==> src/rtl/btn_conditioner.sv <==
// Button front end: two-flop synchroniser, two-edge debounce, press/release/long/repeat strobes.
// Press is accepted DEBOUNCE_CYCLES+3 edges after btn_in rises; every output is registered.
module btn_conditioner #(
  parameter int unsigned DEBOUNCE_CYCLES = 500000,
  parameter int unsigned HOLD_CYCLES     = 50000000,
  parameter int unsigned REPEAT_CYCLES   = 10000000,
  parameter int unsigned CNT_W           = 26
) (
  input  logic clk,
  input  logic rst,
  input  logic btn_in,
  output logic level,
  output logic press_pulse,
  output logic release_pulse,
  output logic long_pulse,
  output logic repeat_pulse
);

  typedef enum logic [2:0] {
    ST_RELEASED,
    ST_PRESS_CHK,
    ST_PRESSED,
    ST_REPEAT,
    ST_RELEASE_CHK
  } state_t;

  localparam logic [CNT_W-1:0] DEB_LAST  = CNT_W'(DEBOUNCE_CYCLES - 1);
  localparam logic [CNT_W-1:0] HOLD_LAST = CNT_W'(HOLD_CYCLES - 1);
  localparam logic [CNT_W-1:0] REP_LAST  = CNT_W'(REPEAT_CYCLES - 1);

  logic             s1_q, s2_q;
  logic             btn_s;
  state_t           state_q, state_d;
  logic [CNT_W-1:0] dcnt_q, dcnt_d;
  logic [CNT_W-1:0] hcnt_q, hcnt_d;
  logic             held_q, held_d;
  logic             level_q, level_d;
  logic             press_q, press_d;
  logic             release_q, release_d;
  logic             long_q, long_d;
  logic             repeat_q, repeat_d;

  assign btn_s = s2_q;

  always_ff @(posedge clk) begin
    if (rst) begin
      s1_q      <= 1'b0;
      s2_q      <= 1'b0;
      state_q   <= ST_RELEASED;
      dcnt_q    <= '0;
      hcnt_q    <= '0;
      held_q    <= 1'b0;
      level_q   <= 1'b0;
      press_q   <= 1'b0;
      release_q <= 1'b0;
      long_q    <= 1'b0;
      repeat_q  <= 1'b0;
    end else begin
      s1_q      <= btn_in;
      s2_q      <= s1_q;
      state_q   <= state_d;
      dcnt_q    <= dcnt_d;
      hcnt_q    <= hcnt_d;
      held_q    <= held_d;
      level_q   <= level_d;
      press_q   <= press_d;
      release_q <= release_d;
      long_q    <= long_d;
      repeat_q  <= repeat_d;
    end
  end

  always_comb begin
    state_d   = state_q;
    dcnt_d    = dcnt_q;
    hcnt_d    = hcnt_q;
    held_d    = held_q;
    level_d   = level_q;
    press_d   = 1'b0;
    release_d = 1'b0;
    long_d    = 1'b0;
    repeat_d  = 1'b0;

    case (state_q)
      ST_RELEASED: begin
        level_d = 1'b0;
        if (btn_s) begin
          state_d = ST_PRESS_CHK;
          dcnt_d  = '0;
        end
      end

      ST_PRESS_CHK: begin
        if (!btn_s) begin
          state_d = ST_RELEASED;
        end else if (dcnt_q == DEB_LAST) begin
          state_d = ST_PRESSED;
          level_d = 1'b1;
          press_d = 1'b1;
          hcnt_d  = '0;
          held_d  = 1'b0;
        end else begin
          dcnt_d = dcnt_q + 1'b1;
        end
      end

      ST_PRESSED: begin
        if (!btn_s) begin
          state_d = ST_RELEASE_CHK;
          dcnt_d  = '0;
        end else if (hcnt_q == HOLD_LAST) begin
          state_d  = ST_REPEAT;
          long_d   = 1'b1;
          repeat_d = 1'b1;
          hcnt_d   = '0;
          held_d   = 1'b1;
        end else begin
          hcnt_d = hcnt_q + 1'b1;
        end
      end

      ST_REPEAT: begin
        if (!btn_s) begin
          state_d = ST_RELEASE_CHK;
          dcnt_d  = '0;
        end else if (hcnt_q == REP_LAST) begin
          repeat_d = 1'b1;
          hcnt_d   = '0;
        end else begin
          hcnt_d = hcnt_q + 1'b1;
        end
      end

      ST_RELEASE_CHK: begin
        // A bounce back to high resumes the hold timer where it stopped.
        if (btn_s) begin
          state_d = held_q ? ST_REPEAT : ST_PRESSED;
        end else if (dcnt_q == DEB_LAST) begin
          state_d   = ST_RELEASED;
          level_d   = 1'b0;
          release_d = 1'b1;
        end else begin
          dcnt_d = dcnt_q + 1'b1;
        end
      end

      default: begin
        state_d = ST_RELEASED;
        level_d = 1'b0;
      end
    endcase
  end

  assign level         = level_q;
  assign press_pulse   = press_q;
  assign release_pulse = release_q;
  assign long_pulse    = long_q;
  assign repeat_pulse  = repeat_q;

endmodule

==> config.mk <==
export PLATFORM = sky130hd
export DESIGN_NAME = btn_conditioner
export DESIGN_NICKNAME = d
export VERILOG_FILES = /design/src/rtl/btn_conditioner.sv
export SDC_FILE = /design/constraint.sdc
export NUM_CORES = 1
export LEC_CHECK = 0
export CAP_MARGIN = 15
export CORE_MARGIN = 5
export CORE_UTILIZATION = 40
export CTS_BUF_LIST = sky130_fd_sc_hd__clkbuf_16
export DETAILED_ROUTE_END_ITERATION = 6
export SLEW_MARGIN = 10
export SYNTH_ARGS = -nofsm -noshare
export SYNTH_HDL_FRONTEND = slang
export SYNTH_SLANG_ARGS = --single-unit
==> constraint.sdc <==
create_clock -name clk -period 2.2 [get_ports clk]
set_input_delay 0.33 -clock clk [delete_from_list [all_inputs] [get_ports clk]]
set_output_delay 0.33 -clock clk [all_outputs]
set_load 0.02 [all_outputs]
* After elaboration in Yosys (flattened, before gate mapping)
Index checks and enable logic that the tools add are counted.
Word-level totals: bits in registers 63, latch bits 0, RAM bits 0, bits in read-only memories 0, input bits 3, output and inout port bits 5, word-level logic and storage cells 89, memories kept 0
Operators by class: add/subtract/negate cells 2, multiply operators 0, div/mod/pow operators 0, magnitude comparators 0, equal/unequal tests 20, shifts and indexed selects 0, muxes and demuxes 38, bitwise operators 5, reduce and logical (&&, ||, !) cells 13
Operators by type and width (number):
- two-way mux 26 bit | 11
- one-hot mux 26 bit (4 select lines) | 1
- one-hot mux 26 bit (3 select lines) | 1
- adder 26 x 1 -> 26 bit (second input constant) | 2
- == test 26 x 19 -> 1 bit (second input constant) | 1
- == test 26 x 24 -> 1 bit (second input constant) | 1
- == test 26 bit (second input constant) | 1
- AND reduction 5 bit | 5
- two-way mux 3 bit | 8
- inequality test 2 bit (second input constant) | 10
- one-hot mux 3 bit (5 select lines) | 1
- two-way mux 1 bit | 13
- inequality test 3 bit (second input constant) | 3
- == test 3 x 2 -> 1 bit (second input constant) | 2
- OR reduction 3 bit | 2
- inverter 1 bit | 5
- one-hot mux 1 bit (2 select lines) | 2
- nonzero test 4 bit | 1
- OR reduction 2 bit | 2
- == test 3 x 1 -> 1 bit (second input constant) | 1
- == test 3 bit (second input constant) | 1
- logical NOT 3 bit | 1
- one-hot mux 1 bit (3 select lines) | 1
- nonzero test 3 bit | 1
- nonzero test 2 bit | 1

* Depth between registers and ports, before layout
Gate-level depths: netlist (run 1).
word-level depth 4, mapped depth 8, mapped depth without buffers 7

* Worst setup path before layout (run 1)
Ideal clock, no wire load.
path kind register to register, start point reg dcnt_q[0], end point reg hcnt_q[10], library setup time 0.129 ns, data arrival time 2.061 ns, required time 2.071 ns, path slack 0.010 ns, stages on the path, launching flop included 9, path buffers 1, period minus slack after synthesis 2.190 ns, cells stage by stage dfxtp_1 ha_1 nand4_1 or4b_1 o21a_1 buf_6 and3_1 a41oi_1 o41ai_1
On the way: longest elaborated chain between the ends 3
Ends and longest elaborated chain:
- start: declaration | RTL line 34 | logic [CNT_W-1:0] dcnt_q, dcnt_d;
- start signal: assignment | RTL line 62 | dcnt_q <= dcnt_d;
- == test 26 x 19 -> 1 bit | RTL line 96 | end else if (dcnt_q == DEB_LAST) begin
- inequality test 2 bit (no line)
- AND reduction 5 bit (no line)
- end signal: assignment | RTL line 63 | hcnt_q <= hcnt_d;
- end: declaration | RTL line 35 | logic [CNT_W-1:0] hcnt_q, hcnt_d;
Every way passes these cells. A chain may end at the register's enable or synchronous reset.

* Worst setup path after layout (run 1)
start point reg dcnt_q[7], end point reg hcnt_q[15]
The elaborated chain is that of the path after synthesis.

==> impl_results.md, run 1 <==
- Status: completed
- RR Startpoint: dcnt_q[7]
- ANT cells: 0
- Synth Instances: 424
- 1st-pass router iterations: 5
- Worst skew pair latency: 0.33 ns
- Most Used Layer, Global Route: met1
- CTS Root Cell: clkbuf_16
- Placed Instances: 574
- FP Rows: 33
- Max-slew violations: 0
- Buffer depth of the longest clock path: 2
- Mean post-synth cell area: 8.00 um^2
- GRT met3 Usage: 3.41%
- Number of global-route vias before repair: 3,098
- Worst Hold Path EP: btn_s
- Remaining routing DRC violations: 0
- Worst hold slack: 0.450 ns
- Layout Cells excl Fill: 594
- Fin. Hold Viols: 0
- Global-route wire length before repair: 15,100 um
- Top Ports: 8
- Area share of the largest cell type after synthesis: 37.2%
- Routed Antenna Nets: 0
- Internal power: 1930 uW
- Fill cell count: 761
- Layout area overhead: 29.6%
- Seq/Total Area, Yosys: 37.2%
- Fin crit share: 99.2%
- FF+latch count, synth: 63
- Crit Path Class: register to register
- Total GRT Usage: 18.1%
- Vias: 3,386
- Iteration-0 DRC Markers: 235
- Worst r2r dst: hcnt_q[15]
- Critical Path Start Type: register
- Met1 Track Usage GR: 26.4%
- Post-synthesis net count: 429
- Largest net degree at the start of global routing: 30
- CP Max Fanout: 12
- Worst EP arrival: 2.40 ns
- Die H: 102 um
- Max Cap Viol: 0
- Reg power frac: 46.0%
- Die ar.: 10,400 um^2
- Inserted Clock Buffers: 9
- Via density: 5.70
- Worst-path clk slew: 0.05 ns
- Relative slew slack: 70.5%
- Nets: 489
- Met2 track demand over resource: 25.9%
- Wirelength, routed: 9010 um
- Post-Syn Area: 3390 um^2
- Share of layout cells above drive strength 1: 21.5%
- Comb power frac: 3.4%
- Initial antenna violation count: 0
- Fin crit period: 2.18 ns
- # hold bufs at CTS: 0
- Type of destination of the critical path: register
- Ys async rst share: 0%
- Worst slew pin tran: 0.438 ns
- Area of the multi-input gates: 2110 um^2
- Initial Util: 41.1%
- Hpwl dp: 6410 um
- Clock sink total: 63
- HP Start: s1_q
- Post-synth top cells: dfxtp_1 (63), nand2_1 (46), nor2_1 (39)
- Hold depth: 1
- CTS HTree Levels: 3
- Setup slack on the worst flop-to-flop path: 0.02 ns
- Req. time, crit path: 2.42 ns
- Synth unique cells: 56
- Synth Flop Type: dfxtp_1
- Worst IR Drop VDD: 0.000373 V
- Die width: 102 um
- EDFF count, synth: 0
- Synth Warn #: 0
- Worst Hold Class: register to register
- Core area: 8260 um^2
- Remaining Overflow, GRT: 0
- Drt wl/cell: 15.2 um
- Input/output buffers: 7
- Sw Ratio: 22.9%
- Final setup violation count: 0
- Worst Reg2Reg Path Length in Cells: 7
- Max Clk Rate: 458 MHz
- P_sw: 571 uW
- Cell Pwr Density: 568 nW/um^2
- CTS tree: yes
- Reg area: 1260 um^2
- Cell with the most instances after synthesis: dfxtp_1
- Clock network power share: 50.6%
- RSZ-0062 raised after global routing: true
- Top cells by area, synth: dfxtp_1 (37%), nand2_1 (5.1%), nand3_1 (4.7%)
- Final Wtd Congestion: 0.881
- Worst clock skew: 0.00519 ns
- Leak pwr: 0.00157 uW
- Synth area leader: dfxtp_1
-- state kept, by name, summed over array words and instances, names as in the netlist --
register and flops:
state_q 3, press_pulse 1, held_q 1, release_pulse 1, s1_q 1, btn_s 1
hcnt_q 26, repeat_pulse 1, dcnt_q 26, level 1, long_pulse 1
-- worst max path at each step --
stage / from / end / slack, ns / depth (start not counted)
final: dcnt_q[7] / hcnt_q[15] / 0.02 / 7
after detailed placement: dcnt_q[7] / hcnt_q[17] / -0.09 / 7
after CTS: dcnt_q[7] / hcnt_q[15] / -0.01 / 7
after global routing: dcnt_q[7] / hcnt_q[15] / -0.03 / 7
after floorplan: dcnt_q[0] / hcnt_q[10] / 0.01 / 8
after global placement: dcnt_q[5] / dcnt_q[23] / -0.15 / 7
-- what timing repair did --
action | 4_1_cts | 5_1_grt
buffers inserted | 1 | 3
pin swaps | 1 | 5
gates resized for setup | 5 | 23
setup endpoints to repair | 10 | 36
-- critical path: stages, from the launching register on --
cell     delay, ns
dfxtp_1       0.30
or4b_4        0.53
or4b_4        0.49
o21a_4        0.23
buf_12        0.15
nor3_2        0.19
xnor2_1       0.13
nor2_1        0.05
-- cell families after synthesis --
| logic type | synth area share, % |
|---|---|
| flops | 37.2 |
| buf+inv | 4.17 |
| compound gates | 19.5 |
| xor+xnor | 4.13 |
| mux | 0.295 |
| fa+ha+maj | 0.737 |
| simple gates | 34.0 |
-- metrics by stage --
stage / util (%) / setup TNS (ns) / setup WS [ns] / power (uW) / cell area (um^2)
after global placement: 48.0 / -0.173 / -0.147 / 1250 / 3960
final: 53.3 / 0 / 0.0177 / 2500 / 4400
after detailed placement: 48.0 / -0.383 / -0.0884 / 1250 / 3960
after CTS: 51.6 / -0.0298 / -0.0109 / 2520 / 4260
after global routing: 53.3 / -0.171 / -0.0348 / 2570 / 4400
after floorplan: - / 0 / 0.00984 / 1220 / 3390
-- power groups by stage --
stage               registers [uW]  clock network [uW]  logic, uW
finish                        1150                1260       84.0
detailed placement            1170                   0       80.3
global placement              1170                   0       79.8
global route                  1150                1330       90.6
floorplan                     1170                   0       48.5
CTS                           1150                1290       80.5
-- layout by cell type, fill, tap and decap left out, types with 5 or more instances in the layout --
cell	netlist	final
dfxtp_1	63	61
nor4_1	7	5
o41ai_1	8	7
clkbuf_16	0	9
a21oi_1	22	20
nand2_1	46	46
inv_1	8	8
nor3_1	10	8
xnor2_1	13	13
a31oi_1	18	18
buf_4	0	58
nand4_1	8	8
or3_1	18	18
and3_1	12	12
clkdlybuf4s50_1	0	7
nor2_1	39	38
nand3_1	32	31
and2_1	5	5
o21ai_0	19	17
nand2b_1	6	6
-- per-layer routing --
layer	share of wire, %	up-vias	routed length, um
met4	1.3	0	118
met3	4.8	10	436
met1	51	1597	4630
li1	-	1700	-
met2	43	79	3830
met5	0	-	0
-- area by class of cell --
cell class | instances | area share, %
Timing Repair Buffer | 70 | 13.6
Inverter | 8 | 0.683
Multi-Input combinational cell | 332 | 48.0
Clock buffer | 9 | 5.12
Sequential cell | 63 | 28.7
Tap cell | 105 | 2.99
Clock inverter | 7 | 0.910
Power figures use the tool's default switching activity.
==> inputs of run 2 (changes only) <==
Settings changed: CELL_PAD_IN_SITES_DETAIL_PLACEMENT from default to 1, CELL_PAD_IN_SITES_GLOBAL_PLACEMENT from default to 2, CORE_UTILIZATION 40 to 34, PLACE_DENSITY_LB_ADDON from default to 0.12, REMOVE_ABC_BUFFERS from default to 1.
==> run 2 against run 1 <==
Net effect: design area is 5.0% higher; non-clock buffer count grew 16; the run now ends with negative setup slack left; clock skew down 0.0017 ns; sequential power about the same.
==> impl_results.md, run 2 (synthesized netlist as in run 1, its figures left out) <==
- Worst-path clk slew: 0.06 ns (about the same)
- Top Ports: 8 (unchanged)
- Core area: 9770 um^2 (+18%)
- Inserted Clock Buffers: 9 (unchanged)
- Max-slew violations: 0 (unchanged)
- CP max stage cell: or4b_4
- Commonest non-fill, non-tap cell in the layout: buf_4
- Routed Antenna Nets: 0 (unchanged)
- Worst slew pin tran: 0.597 ns (+0.158 ns)
- Number of global-route vias before repair: 3,692 (+19%)
- Worst hold slack: 0.444 ns (-0.00571 ns)
- Worst skew pair latency: 0.33 ns (about the same)
- Die ar.: 12,100 um^2 (+16%)
- CP top delay family: simple AND/OR/NAND/NOR gates
- Total GRT Usage: 19.4% (+1.3 points)
- Drt wl/cell: 17.4 um (+15%)
- Largest net degree at the start of global routing: 30 (unchanged)
- CTS HTree Levels: 3 (unchanged)
- Leak pwr: 0.00169 uW (+7.9%)
- FP Rows: 36 (+9.1%)
- Input/output buffers: 7 (unchanged)
- End-of-flow core utilization: 47.2% (-6.0 points)
- Top flop regs: dcnt_q: 26 flops, hcnt_q: 26 flops, state_q: 3 flops
- Cell Pwr Density: 573 nW/um^2 (+0.98%)
- Worst EP arrival: 2.49 ns (+0.09 ns)
- Worst path max stage delay: 0.53 ns (about the same)
- Most frequent cells in the layout: buf_4 (71), dfxtp_1 (60), nand2_1 (42)
- Remaining Overflow, GRT: 0 (unchanged)
- Die width: 110 um (+7.6%)
- Fin crit share: 103% (+4.0 points)
- CTS Root Cell: clkbuf_16
- Iteration-0 DRC Markers: 146 (-38%)
- ANT cells: 0 (unchanged)
- Status: complete, but fails checks
- Crit Path Class: register to register
- Buffer depth of the longest clock path: 2 (unchanged)
- Buf/Inv on CP: 1 (unchanged)
- Layout Cells excl Fill: 638 (+7.4%)
- Fin. Hold Viols: 0 (unchanged)
- 1st-pass router iterations: 4 (-1)
- Remaining routing DRC violations: 0 (unchanged)
- Failing checks: negative setup slack
- Crit-path cells: or4b_4, or4b_4, o21a_4, buf_12, nor3_4, xnor2_1, nor2_1
- Initial Util: 34.7% (-6.4 points)
- Worst Hold Class: register to register
- Fin crit period: 2.27 ns (+0.0885 ns)
- RSZ-0062 raised after global routing: true
- Req. time, crit path: 2.41 ns (about the same)
- Hpwl dp: 8040 um (+26%)
- CP Max Fanout: 7 (-5)
- Nets: 505 (+3.3%)
- Relative slew slack: 60.2% (-10 points)
- Placed Instances: 616 (+7.3%)
- Die H: 110 um (+7.6%)
- Setup ws final: -0.0708 ns (-0.0885 ns)
- Share of layout cells above drive strength 1: 25.5% (+4.1 points)
- CTS tree: yes
- Final Cell Area: 4620 um^2 (+5.0%)
- Final setup violation count: 7 (+7)
- Max Cap Viol: 0 (unchanged)
- Global-route wire length before repair: 18,300 um (+22%)
- Worst clock skew: 0.00346 ns (-0.00173 ns)
- Initial antenna violation count: 0 (unchanged)
- Wirelength, routed: 11,100 um (+23%)
- Vias: 3,492 (+3.1%)
- Worst IR Drop VDD: 0.000325 V (-13%)
- Critical Path Start Type: register
- Post-DP Area: 4100 um^2 (+3.5%)
- Final Wtd Congestion: 0.856 (-2.8%)
- Max Clk Rate: 440 MHz (-3.9%)
- Via density: 5.47 (-4.0%)
- Layout area overhead: 36.0%
- Clock sink total: 63 (unchanged)
- Type of destination of the critical path: register
- Setup WS pre-CTS: -0.0909 ns (-0.00253 ns)
- Critical Path Most Common Cell: or4b_4
[run 2: cell count changes in the layout (fill, tap and decap cells not counted), sizes merged]
cell,before,now
bufinv,0,1
buf,63,78
clkinvlp,3,2
clkbuf,9,10
[run 2: layout make-up]
| cell class | count | area, um^2 |
|---|---|---|
| Fill cell | 1190 | 5160 |
| Multi-Input combinational cell | 332 | 2130 |
| Sequential cell | 63 | 1260 |
| Timing Repair Buffer | 86 | 733 |
| Clock buffer | 9 | 225 |
| Tap cell | 133 | 166 |
| Clock inverter | 7 | 63.8 |
| Inverter | 8 | 30.0 |
[run 2: stage by stage]
stage / total power [uW] / setup TNS, ns
2_1_floorplan: 1210 / -5.56
3_3_place_gp: 1260 / -0.335
3_5_place_dp: 1260 / -0.921
4_1_cts: 2660 / -0.278
5_1_grt: 2730 / -0.783
6_report: 2650 / -0.267
[run 2: power breakdown]
group / switching, uW / internal, uW / total, uW / leakage (uW)
sequential: 2.50 / 1140 / 1150 / 0.000509
combinational: 57.6 / 34.5 / 92.0 / 0.00104
clock: 540 / 866 / 1410 / 0.000139
[run 2: repair_timing]
item	CTS	global route
endpoints found under the setup margin	27	44
pin swaps	4	17
setup buffers	3	2
gates resized for setup	8	33
cloned	0	1
hold buffers	0	0
[run 2: worst paths after layout]
check	start	endpoint	slack, ns	cells past startpoint
setup reg to reg	dcnt_q[10]	hcnt_q[19]	-0.07	7
hold reg to reg	s1_q	btn_s	0.44	1
setup / recovery	dcnt_q[10]	hcnt_q[19]	-0.07	7
hold / removal	s1_q	btn_s	0.44	1
[run 2: metal layers]
metal	vias up	GRT usage, %	wire length, um
li1	1730	-	-
met1	1711	22.4	4800
met2	36	35.5	5890
met3	15	4.05	250
met4	0	5.61	163
met5	-	0	0
==> inputs of run 3 (changes only) <==
Settings changed: SKIP_LAST_GASP from default to 1.
==> run 3 against run 2 <==
Net effect: via count about the same; clock skew about the same; largest cell class unchanged; critical endpoint unchanged; sequential share of layout area unchanged; register-to-register slack about the same; clock power about the same; worst setup slack about the same; the flow still finishes with violations (negative setup slack); sequential power about the same; utilization unchanged.
==> impl_results.md, run 3 (synthesized netlist as in run 1, its figures left out) <==
- Status: complete, but fails checks
- Failing checks: negative setup slack
- Vias: 3,493 (+0.029%)
- Worst-path clk slew: 0.06 ns (about the same)
- Max Cap Viol: 0 (unchanged)
- Type of destination of the critical path: register
- Wirelength, routed: 11,100 um (unchanged)
- Initial antenna violation count: 0 (unchanged)
- Worst Reg2Reg Path Length in Cells: 7 (unchanged)
- RSZ-0062 raised after global routing: true
- Remaining routing DRC violations: 0 (unchanged)
- Worst Hold Path EP: btn_s
- Max Clk Rate: 440 MHz (unchanged)
- 1st-pass router iterations: 4 (unchanged)
- Final Wtd Congestion: 0.856 (unchanged)
- Most frequent cells in the layout: buf_4 (71), dfxtp_1 (60), nand2_1 (42)
- Final setup violation count: 7 (unchanged)
- Critical Path Start Type: register
- Critical Path Most Common Cell: or4b_4
- Core area: 9770 um^2 (unchanged)
- CP top delay family: simple AND/OR/NAND/NOR gates
- Top sig layer: met4
- CP max stage cell: or4b_4
- Clock sink total: 63 (unchanged)
- CTS Root Cell: clkbuf_16
- Fin. Hold Viols: 0 (unchanged)
- Crit Path Class: register to register
- Worst path max stage delay: 0.53 ns (about the same)
- FP Rows: 36 (unchanged)
- Setup slack on the worst flop-to-flop path: -0.07 ns (about the same)
- HP Start: s1_q
- Worst EP arrival: 2.49 ns (about the same)
- Buf/Inv on CP: 1 (unchanged)
- Worst Hold Class: register to register
- CTS tree: yes
- Routed Antenna Nets: 0 (unchanged)
- Worst skew pair latency: 0.33 ns (about the same)
- RR Startpoint: dcnt_q[10]
- Routed wl met2: 5890 um (unchanged)
- Drt wl/cell: 17.4 um (unchanged)
- Remaining Overflow, GRT: 0 (unchanged)
- Buffer depth of the longest clock path: 2 (unchanged)
- Fin crit share: 103% (about the same)
- Worst IR Drop VDD: 0.000325 V (about the same)
- Metal-1 WL: 4800 um (about the same)
- Worst clock skew: 0.00346 ns (-0.00000619 ns)
- Setup WS pre-CTS: -0.0909 ns (unchanged)
- # hold bufs at CTS: 0 (unchanged)
- Total GRT Usage: 19.4% (unchanged)
- CTS HTree Levels: 3 (unchanged)
- Input/output buffers: 7 (unchanged)
- Max-slew violations: 0 (unchanged)
- Leak pwr: 0.00169 uW (unchanged)
- Hold depth: 1 (unchanged)
- Hpwl dp: 8040 um (unchanged)
- CP Max Fanout: 7 (unchanged)
- Crit-path cells: or4b_4, or4b_4, o21a_4, buf_12, nor3_4, xnor2_1, nor2_1
- Fin crit period: 2.27 ns (+0.000000400 ns)
- DR WL met3: 250 um (unchanged)
- Commonest non-fill, non-tap cell in the layout: buf_4
- ANT cells: 0 (unchanged)
- Crit path from: dcnt_q[10]
- Iteration-0 DRC Markers: 146 (unchanged)
- Worst slew pin tran: 0.597 ns (unchanged)
- Req. time, crit path: 2.41 ns (about the same)
- Die width: 110 um (unchanged)
- Initial Util: 34.7% (unchanged)
- Number of global-route vias before repair: 3,691 (-0.027%)
- Via density: 5.47 (about the same)
- Worst r2r dst: hcnt_q[19]
- Setup ws final: -0.0708 ns (-0.000000400 ns)
- Layout area overhead: 36.0% (unchanged)
- Total Power: 2650 uW (about the same)
- Largest net degree at the start of global routing: 30 (unchanged)
- Top Ports: 8 (unchanged)
- Relative slew slack: 60.2% (unchanged)
- Cell Pwr Density: 573 nW/um^2 (about the same)
- Die ar.: 12,100 um^2 (unchanged)
- Worst hold slack: 0.444 ns (+0.0000420 ns)
- Global-route wire length before repair: 18,300 um (unchanged)
- Nets: 505 (unchanged)
- Share of layout cells above drive strength 1: 25.5% (unchanged)
- Die H: 110 um (unchanged)
- End-of-flow core utilization: 47.2% (unchanged)
- Setup TNS: -0.267 ns (+0.0000810 ns)
- Top flop regs: dcnt_q: 26 flops, hcnt_q: 26 flops, state_q: 3 flops
- Inserted Clock Buffers: 9 (unchanged)
==> run 3: cell counts in the layout (fill, tap and decap cells not counted) <==
No cell type changed its count.
==> run 3: area by class of cell <==
class | instances | area, um^2
multi-input cells | 332 | 2130
fillers | 1190 | 5160
repair buffers | 86 | 733
clock inverters | 7 | 63.8
well taps | 133 | 166
clock buffers | 9 | 225
inverters | 8 | 30.0
flip-flops and latches | 63 | 1260
==> run 3: worst reg2reg max path, cell delays in order (launching register included) <==
cell and delay, ns:
dfxtp_2 0.32, or4b_4 0.52, or4b_4 0.53, o21a_4 0.24, buf_12 0.15, nor3_4 0.17, xnor2_1 0.14, nor2_1 0.07
==> run 3: how the worst max path moves through the flow <==
stage	cells after the start	endpoint	slack, ns
6_report	7	hcnt_q[19]	-0.07
5_1_grt	7	hcnt_q[15]	-0.11
4_1_cts	7	hcnt_q[19]	-0.08
3_5_place_dp	7	hcnt_q[19]	-0.09
3_3_place_gp	9	dcnt_q[11]	-0.05
2_1_floorplan	6	dcnt_q[2]	-0.27
==> run 3: timing repair <==
action | 4_1_cts | 5_1_grt
endpoints found under the setup margin | 27 | 44
resized for setup | 7 | 34
setup buffers | 3 | 2
cloned | 0 | 1
pin swaps | 3 | 18
==> run 3: metrics by stage <==
| step | std cells | instance area, um^2 |
|---|---|---|
| CTS | 635 | 4450 |
| global placement | 616 | 4100 |
| global route | 638 | 4620 |
| floorplan | 403 | 3280 |
| detailed placement | 616 | 4100 |
| finish | 638 | 4620 |
==> run 3: where the power goes <==
group          leakage [uW]  total [uW]  switching (uW)  internal, uW
Clock              0.000139        1410             540           866
Combinational       0.00104        92.0            57.6          34.5
Sequential         0.000509        1150            2.50          1140
Total               0.00169        2650             600          2050
==> run 3: metal layers <==
| metal | vias to the layer above | global-route usage [%] |
|---|---|---|
| li1 | 1730 | - |
| met1 | 1712 | 22.4 |
| met2 | 36 | 35.5 |
| met3 | 15 | 4.05 |
| met4 | 0 | 5.61 |
| met5 | - | 0 |
